## src/rtl/alu_pkg.sv

```systemverilog
// Shared opcode, flag-index and state definitions for the ALU command sequencer.
package alu_pkg;

  localparam logic [4:0] OP_LDI = 5'b00000;
  localparam logic [4:0] OP_INC = 5'b00001;
  localparam logic [4:0] OP_DEC = 5'b00011;
  localparam logic [4:0] OP_ADD = 5'b00100;
  localparam logic [4:0] OP_ADC = 5'b00101;
  localparam logic [4:0] OP_SUB = 5'b00110;
  localparam logic [4:0] OP_SBB = 5'b00111;
  localparam logic [4:0] OP_AND = 5'b01000;
  localparam logic [4:0] OP_OR  = 5'b01001;
  localparam logic [4:0] OP_XOR = 5'b01010;
  localparam logic [4:0] OP_NOT = 5'b01011;
  localparam logic [4:0] OP_SHL = 5'b10000;
  localparam logic [4:0] OP_SHR = 5'b10001;
  localparam logic [4:0] OP_SAL = 5'b10010;
  localparam logic [4:0] OP_SAR = 5'b10011;
  localparam logic [4:0] OP_ROL = 5'b10100;
  localparam logic [4:0] OP_ROR = 5'b10101;
  localparam logic [4:0] OP_RCL = 5'b10110;
  localparam logic [4:0] OP_RCR = 5'b10111;

  localparam int FL_CF = 5;
  localparam int FL_ZF = 4;
  localparam int FL_NF = 3;
  localparam int FL_VF = 2;
  localparam int FL_PF = 1;
  localparam int FL_AF = 0;

  typedef enum logic [1:0] {IDLE, EXEC, RESP} state_t;

  function automatic logic is_arith(input logic [4:0] op);
    return op inside {OP_INC, OP_DEC, OP_ADD, OP_ADC, OP_SUB, OP_SBB};
  endfunction

  function automatic logic is_logic(input logic [4:0] op);
    return op inside {OP_AND, OP_OR, OP_XOR, OP_NOT};
  endfunction

  function automatic logic is_shift(input logic [4:0] op);
    return op[4:3] == 2'b10;
  endfunction

  // LDI is handled by the sequencer itself, so it is not an ALU-legal op.
  function automatic logic is_legal(input logic [4:0] op);
    return is_arith(op) || is_logic(op) || is_shift(op);
  endfunction

  // Which flag bits an op is allowed to overwrite at commit.
  function automatic logic [5:0] flag_mask(input logic [4:0] op);
    logic [5:0] m;
    m = 6'b000000;
    if (is_arith(op))      m = 6'b111111;
    else if (is_logic(op)) m = 6'b011010;
    else if (is_shift(op)) m = 6'b111010;
    return m;
  endfunction

endpackage

```

## src/rtl/alu_regfile.sv

```systemverilog
// NREG x 16 operand register file: two asynchronous read ports, one synchronous write port.
module alu_regfile #(
  parameter int NREG = 8,
  parameter int RW   = $clog2(NREG)
) (
  input  logic          clk,
  input  logic          rst,
  input  logic          we,
  input  logic [RW-1:0] waddr,
  input  logic [15:0]   wdata,
  input  logic [RW-1:0] raddr_a,
  output logic [15:0]   rdata_a,
  input  logic [RW-1:0] raddr_b,
  output logic [15:0]   rdata_b
);

  logic [15:0] mem [NREG];

  always_ff @(posedge clk) begin
    if (rst) begin
      for (int i = 0; i < NREG; i++) mem[i] <= '0;
    end else if (we) begin
      mem[waddr] <= wdata;
    end
  end

  assign rdata_a = mem[raddr_a];
  assign rdata_b = mem[raddr_b];

endmodule

```

## src/rtl/alu_seq_ctrl.sv

```systemverilog
// Command sequencer for an external 16-bit ALU: owns operand registers and flags,
// iterates single-bit shift/rotate ops, writes back and returns result plus flags.
module alu_seq_ctrl
  import alu_pkg::*;
#(
  parameter  int NREG  = 8,
  parameter  int CNT_W = 4,
  localparam int RW    = $clog2(NREG)
) (
  input  logic             clk,
  input  logic             rst,
  input  logic             cmd_valid,
  output logic             cmd_ready,
  input  logic [4:0]       cmd_op,
  input  logic [RW-1:0]    cmd_dst,
  input  logic [RW-1:0]    cmd_srca,
  input  logic [RW-1:0]    cmd_srcb,
  input  logic [15:0]      cmd_imm,
  input  logic [CNT_W-1:0] cmd_cnt,
  output logic [15:0]      alu_a,
  output logic [15:0]      alu_b,
  output logic [4:0]       alu_f,
  output logic             alu_cin,
  input  logic [15:0]      alu_result,
  input  logic [5:0]       alu_status,
  output logic             rsp_valid,
  input  logic             rsp_ready,
  output logic [15:0]      rsp_data,
  output logic [5:0]       rsp_flags,
  output logic             rsp_err
);

  localparam logic [CNT_W-1:0] ONE = CNT_W'(1);

  state_t           state, state_nxt;
  logic [4:0]       op_q;
  logic [RW-1:0]    dst_q, srcb_q;
  logic [15:0]      work;
  logic [CNT_W-1:0] iter;
  logic [5:0]       flags;
  logic [15:0]      data_q;
  logic             err_q;

  logic             accept, last, we;
  logic [RW-1:0]    waddr;
  logic [15:0]      wdata, rd_a, rd_b;
  logic [5:0]       upd_mask;

  alu_regfile #(.NREG(NREG), .RW(RW)) u_regfile (
    .clk     (clk),
    .rst     (rst),
    .we      (we),
    .waddr   (waddr),
    .wdata   (wdata),
    .raddr_a (cmd_srca),
    .rdata_a (rd_a),
    .raddr_b (srcb_q),
    .rdata_b (rd_b)
  );

  always_ff @(posedge clk) begin
    if (rst) state <= IDLE;
    else     state <= state_nxt;
  end

  always_comb begin
    state_nxt = state;
    case (state)
      IDLE: if (accept) state_nxt = (cmd_op == OP_LDI || !is_legal(cmd_op)) ? RESP : EXEC;
      EXEC: if (last) state_nxt = RESP;
      RESP: if (rsp_ready) state_nxt = IDLE;
      default: state_nxt = IDLE;
    endcase
  end

  always_comb begin
    cmd_ready = 1'b0;
    rsp_valid = 1'b0;
    last      = 1'b0;
    case (state)
      IDLE:    cmd_ready = !rst;
      EXEC:    last      = (iter == ONE);
      RESP:    rsp_valid = 1'b1;
      default: ;
    endcase
  end

  assign accept = cmd_valid && cmd_ready;

  // Single write port shared by LDI (at accept) and ALU commit (last EXEC cycle).
  assign we    = (accept && cmd_op == OP_LDI) || last;
  assign waddr = last ? dst_q : cmd_dst;
  assign wdata = last ? alu_result : cmd_imm;

  // CF tracks every shift iteration so RCL/RCR chain through it; the full mask applies only at commit.
  always_comb begin
    upd_mask = 6'b000000;
    if (state == EXEC) begin
      if (last)                upd_mask = flag_mask(op_q);
      else if (is_shift(op_q)) upd_mask[FL_CF] = 1'b1;
    end
  end

  always_ff @(posedge clk) begin
    if (rst) begin
      op_q   <= '0;
      dst_q  <= '0;
      srcb_q <= '0;
      work   <= '0;
      iter   <= '0;
      flags  <= '0;
      data_q <= '0;
      err_q  <= 1'b0;
    end else begin
      if (accept) begin
        op_q   <= cmd_op;
        dst_q  <= cmd_dst;
        srcb_q <= cmd_srcb;
        work   <= rd_a;
        iter   <= (is_shift(cmd_op) && cmd_cnt != '0) ? cmd_cnt : ONE;
        if (cmd_op == OP_LDI) begin
          data_q <= cmd_imm;
          err_q  <= 1'b0;
        end else if (!is_legal(cmd_op)) begin
          data_q <= '0;
          err_q  <= 1'b1;
        end else begin
          err_q  <= 1'b0;
        end
      end
      if (state == EXEC) begin
        work  <= alu_result;
        flags <= (flags & ~upd_mask) | (alu_status & upd_mask);
        if (last) data_q <= alu_result;
        else      iter   <= iter - ONE;
      end
    end
  end

  assign alu_a     = work;
  assign alu_b     = rd_b;
  assign alu_f     = op_q;
  assign alu_cin   = flags[FL_CF];
  assign rsp_data  = data_q;
  assign rsp_flags = flags;
  assign rsp_err   = err_q;

endmodule

```

## config.mk

```make
export PLATFORM = sky130hd
export DESIGN_NAME = alu_seq_ctrl
export DESIGN_NICKNAME = d
export VERILOG_FILES = /design/src/rtl/alu_pkg.sv /design/src/rtl/alu_regfile.sv /design/src/rtl/alu_seq_ctrl.sv
export SDC_FILE = /design/constraint.sdc
export NUM_CORES = 1
export LEC_CHECK = 0
export CORE_MARGIN = 5
export CORE_UTILIZATION = 45
export CTS_BUF_LIST = sky130_fd_sc_hd__clkbuf_4 sky130_fd_sc_hd__clkbuf_8
export CTS_CLUSTER_DIAMETER = 30
export DETAILED_ROUTE_END_ITERATION = 12
export HOLD_SLACK_MARGIN = 0.15
export PLACE_DENSITY = 0.76
export SLEW_MARGIN = 10
export SYNTH_ARGS = -nofsm -noshare
export SYNTH_HDL_FRONTEND = slang
export SYNTH_SLANG_ARGS = --single-unit
```

## constraint.sdc

```tcl
create_clock -name clk -period 3.9 [get_ports clk]
set_clock_uncertainty 0.1 [all_clocks]
set_input_delay 0.585 -clock clk [delete_from_list [all_inputs] [get_ports clk]]
set_output_delay 0.585 -clock clk [all_outputs]
set_load 0.05 [all_outputs]
```

### Word level (Yosys, flattened, before mapping)

Memory sizes are Yosys's and may differ from the RTL's. A register that Yosys moved wholly into a read port is not among the register bits.
Cells that the tools add are included.
W data, S select, Z words.

| operators by class | value |
|---|---|
| muxes and demuxes | 40 |
| eq/ne operators | 28 |
| bitwise operators | 4 |
| reductions and logical operators | 19 |
| add/sub/neg operators | 1 |

Operator list:

| kind | number |
|---|---|
| $mux W16 | 9 |
| $eq A5 B3 Y1 const B | 8 |
| $eq A5 B4 Y1 const B | 8 |
| $mux W6 | 4 |
| $mux W4 | 4 |
| $reduce_or A16 Y1 | 1 |
| $mux W1 | 13 |
| $and A6 B6 Y6 | 2 |
| $mux W3 | 4 |
| $reduce_bool A4 Y1 | 3 |
| $reduce_bool A6 Y1 | 2 |
| $eq A5 B1 Y1 const B | 2 |
| $eq A5 B2 Y1 const B | 2 |
| $mux W2 | 4 |
| $eq A2 B2 Y1 const B | 3 |
| $ne A2 B2 Y1 const B | 3 |
| $not A6 Y6 | 1 |
| $or A6 B6 Y6 | 1 |
| $pmux W2 S3 | 1 |
| $logic_not A5 Y1 | 1 |
| $mux W5 | 1 |
| $eq A4 B1 Y1 const B | 1 |
| $logic_or A1 B1 Y1 | 4 |
| $sub A4 B1 Y4 const B | 1 |
| other kinds (6) | 9 |

| word-level totals | value |
|---|---|
| register bits | 56 |
| output and inout port bits | 63 |
| memory bits (writable) | 128 |
| logic and storage cells | 102 |
| memories kept | 1 |
| bits of input ports | 60 |

Memory list:

| memory | depth | bits a word | rd ports | clocked after Yosys merged registers in | write ports | line | source |
|---|---|---|---|---|---|---|---|
| u_regfile.mem | 8 | 16 | 2 | 1 | 8 | alu_regfile.sv:17 | `logic [15:0] mem [NREG];` |

### Logic depth before layout (Yosys ltp)

| logic depth | value |
|---|---|
| depth in word-level cells | 10 |
| mapped depth | 8 |
| depth with buffers taken out | 6 |

### Modules after synthesis

Synthesis repeated with hierarchy kept, for this count alone.

| second synthesis, totals | value |
|---|---|
| cells, all modules | 783 |
| area, all modules | 9728.1 um2 |

Modules (own cells, without submodules):

| module | instances | cells an instance | area each (um2) | sequential area each (um2) |
|---|---|---|---|---|
| alu_regfile | 1 | 430 | 6975.4 | 3843.7 |
| alu_seq_ctrl | 1 | 353 | 2752.6 | 1121.1 |

### Least setup slack after synthesis

OpenSTA, ideal clock, no wires.

| path | value |
|---|---|
| path kind | input-to-reg |
| from | input port rst |
| to | memory u_regfile.mem[5][0] (enable) |
| cell stages on the path | 6 |
| data required time | 3389 ps |
| path buffers | 2 |
| setup time | 411 ps |
| arrival time | 3109 ps |
| path slack | 280 ps |
| path through | clkbuf_1 > or4b_4 > buf_6 > nor4b_4 > nor2_1 > o21ai_0 |

RTL lines:

| element | line | source |
|---|---|---|
| start: declaration | alu_seq_ctrl.sv:11 | `input logic rst,` |
| end: declaration | alu_regfile.sv:17 |  |

==> metrics.yaml <==
cells_and_area:
  num-nets-final: 892
  synthToLayoutAreaGrowth_pct: 20.8
  antennaDiodeCount: 0
  fin_cells: 1113
  final_layout_size_suffix_gt1_share_pct: 21.6
  multiInputGateArea_sq_mm: 0.00396
  fillers: 1690
  seq_area_sq_mm: 0.00503
clock_network:
  cts_tree: "built"
  cts_root_buffer: "clkbuf_8"
  cts_setup_buffers: 0
  holdBufCountCts: 0
  clock_path_buffers: 2
  cts_made_buffers: 17
  post_cts_resized: 0
  clkSlewWorstSetupHoldPaths_ns: 0.08
  htreeDepth: 4
  clock-sinks: 187
  clk-insertion-delay-late_ns: 0.46
die:
  core_area_sq_mm: 0.0203
  start_util_pct: 45.8
  die_x_um: 154
  dieArea_sq_mm: 0.0237
  rows: 52
  die_h_um: 154
  ios: 123
critical_path:
  worstPathMaxFanout: 32
  r2r-start: "iter[1]"
  rrSetupSlack_ns: 0.98
  cp.arrival_ns: 2.65
  critical_path_class: "reg2out"
  worst_setup_path_start_kind: "register"
  worstPathRequired_ns: 3.21
  worst_setup_path_end_kind: "output pin"
global_route:
  gr-usage-all-layers_pct: 22.0
  grt_pass1_vias: 6655
  grt_pass1_wl_um: 40200
  grt_antenna_before_repair: 0
  grt-ovfl-total: 0
  grt_max_degree: 49
timing:
  fin_crit_sh_pct: 85.4
  grt_setup_unrepaired: "no"
  max_freq_mhz: 300
  tns_ns: 0
  relSlewSlack_pct: 17.5
  hold_ws_ns: 0.360
  worst_pin_slew_ns: 1.23
  final_hold_viol_count: 0
  finalSetupViolations: 0
  slew_violations: 0
  fin_crit_ns: 3.33
synth:
  synth-seq-cells: 187
  yosys.area.top_type: "edfxtp_1"
  synth_warnings: 0
  syn_area_sq_mm: 0.00931
  synth_top_family_by_area: "multiplexers"
  synthAdderAreaFrac_pct: 0.269
  synth_compound_area_share_pct: 7.81
  ys_top_cells_by_count: "edfxtp_1, nor2_1, mux4_2"
  synth.distinct_cells: 56
  synth_top_area_share_pct: 41.3
  muxShareOfSynthArea_pct: 20.9
  synthXorXnorAreaFrac_pct: 0.0941
  yosys-top-cells-area: "edfxtp_1, mux4_2, dfxtp_1"
  synth_edf_count: 128
  async_flop_share_pct: 0
  avgSynthCellArea_sq_um: 12.9
  synth-simple-area-share_pct: 13.4
  synth_flop_cell: "edfxtp_1"
  ys_seq_area_share_pct: 54.0
  synth_nets: 782
  syn_inst: 720
  synth_most_common_cell: "edfxtp_1"
power_and_ir_drop:
  cellPowerDensity_mw_per_mm2: 408
  ir_drop_mv: 0.173
  p_total_w: 0.00458
  leakagePower_nw: 3.96
route:
  dr.pass1.iters: 5
  drc: 0
  wl_per_cell_um: 23.4
  wl_um: 26000
  via_per_inst: 6.16
  ant_nets: 0
  vias: 6853
  first_iter_violations: 718
place:
  gp_routability_congestion: 0.891
  dp_cells: 1081
  portBuffers: 122
  dp_hpwl_um: 18500
worst_hold_path:
  hold_path.startpoint: "srcb_q[2]"
  min-delay-path-class: "reg2reg"
flow_run:
  drv_cap: 0
outcome:
  status: "finished clean"
registers in the layout, summed over array words and instances (netlist names), named ones only:
signal	flops
rsp_err	1
alu_f	5
rsp_data	16
u_regfile.mem	128
srcb_q	3
alu_a	16
iter	4
state	2
dst_q	3
placed cells by master (no fill, tap or decap), types with 17 or more instances in the layout:
cell,instances
edfxtp_1,128
nand2_1,24
clkbuf_8,22
mux4_2,64
buf_4,33
mux2i_1,32
nor2_1,85
nand3_1,20
nor3_1,61
dfxtp_1,58
clkdlybuf4s50_1,120
nor2_2,17
cells by family (layout without fill, tap and decap cells):
| kind of cell | count (synthesis) | after routing |
|---|---|---|
| AOI/OAI and AO/OA | 102 | 102 |
| muxes | 112 | 112 |
| and+or+nand+nor | 246 | 246 |
| DFF | 187 | 187 |
| adders and majority gates | 2 | 2 |
| xor gates and xnor gates | 1 | 1 |
| buffers and inverters | 70 | 193 |
metrics by stage:
stage	area (sq um)	utilization, %	setup slack [ns]
after floorplan	9310	-	0.280
after global placement	10800	53.3	0.607
after detailed placement	10800	53.3	0.563
after CTS	11200	55.4	0.514
after global routing	11200	55.4	0.441
final	11200	55.4	0.569
layer usage:
layer | track usage [%] | part of all wire, % | vias up
met3 | 4.22 | 8.1 | 46
met1 | 30.8 | 42 | 3410
met5 | 0 | 0 | -
met4 | 7.23 | 2.6 | 0
met2 | 34.9 | 47 | 388
li1 | - | - | 3009
worst max-delay path, cell delays in order, from the launching register on:
cell and delay [ns]:
dfxtp_2 0.35, buf_12 0.26, mux4_2 0.54, mux2_2 0.31
clkdlybuf4s50_1 0.72
final cells by class:
| type | count | area share, % |
|---|---|---|
| tap | 270 | 3.01 |
| clock inverter | 6 | 0.746 |
| inverter | 5 | 0.167 |
| sequential | 187 | 44.7 |
| timing repair buffer | 156 | 13.2 |
| multi-input combinational | 463 | 35.3 |
| clock buffer | 26 | 2.96 |
path summary, 6_finish.rpt:
check | depth (start not counted) | end
max | 4 | alu_b[3]
min reg2reg | 2 | srcb_q[2]
max reg2reg | 7 | u_regfile.mem[6][4]
min | 2 | srcb_q[2]
power by group:
group	leakage [nW]	internal (W)	switching [W]
clock network	0.217	0.000683	0.000655
logic	1.94	0.000382	0.000590
registers	1.80	0.00221	0.0000673
total	3.96	0.00327	0.00131
Power figures use the tool's default switching activity.
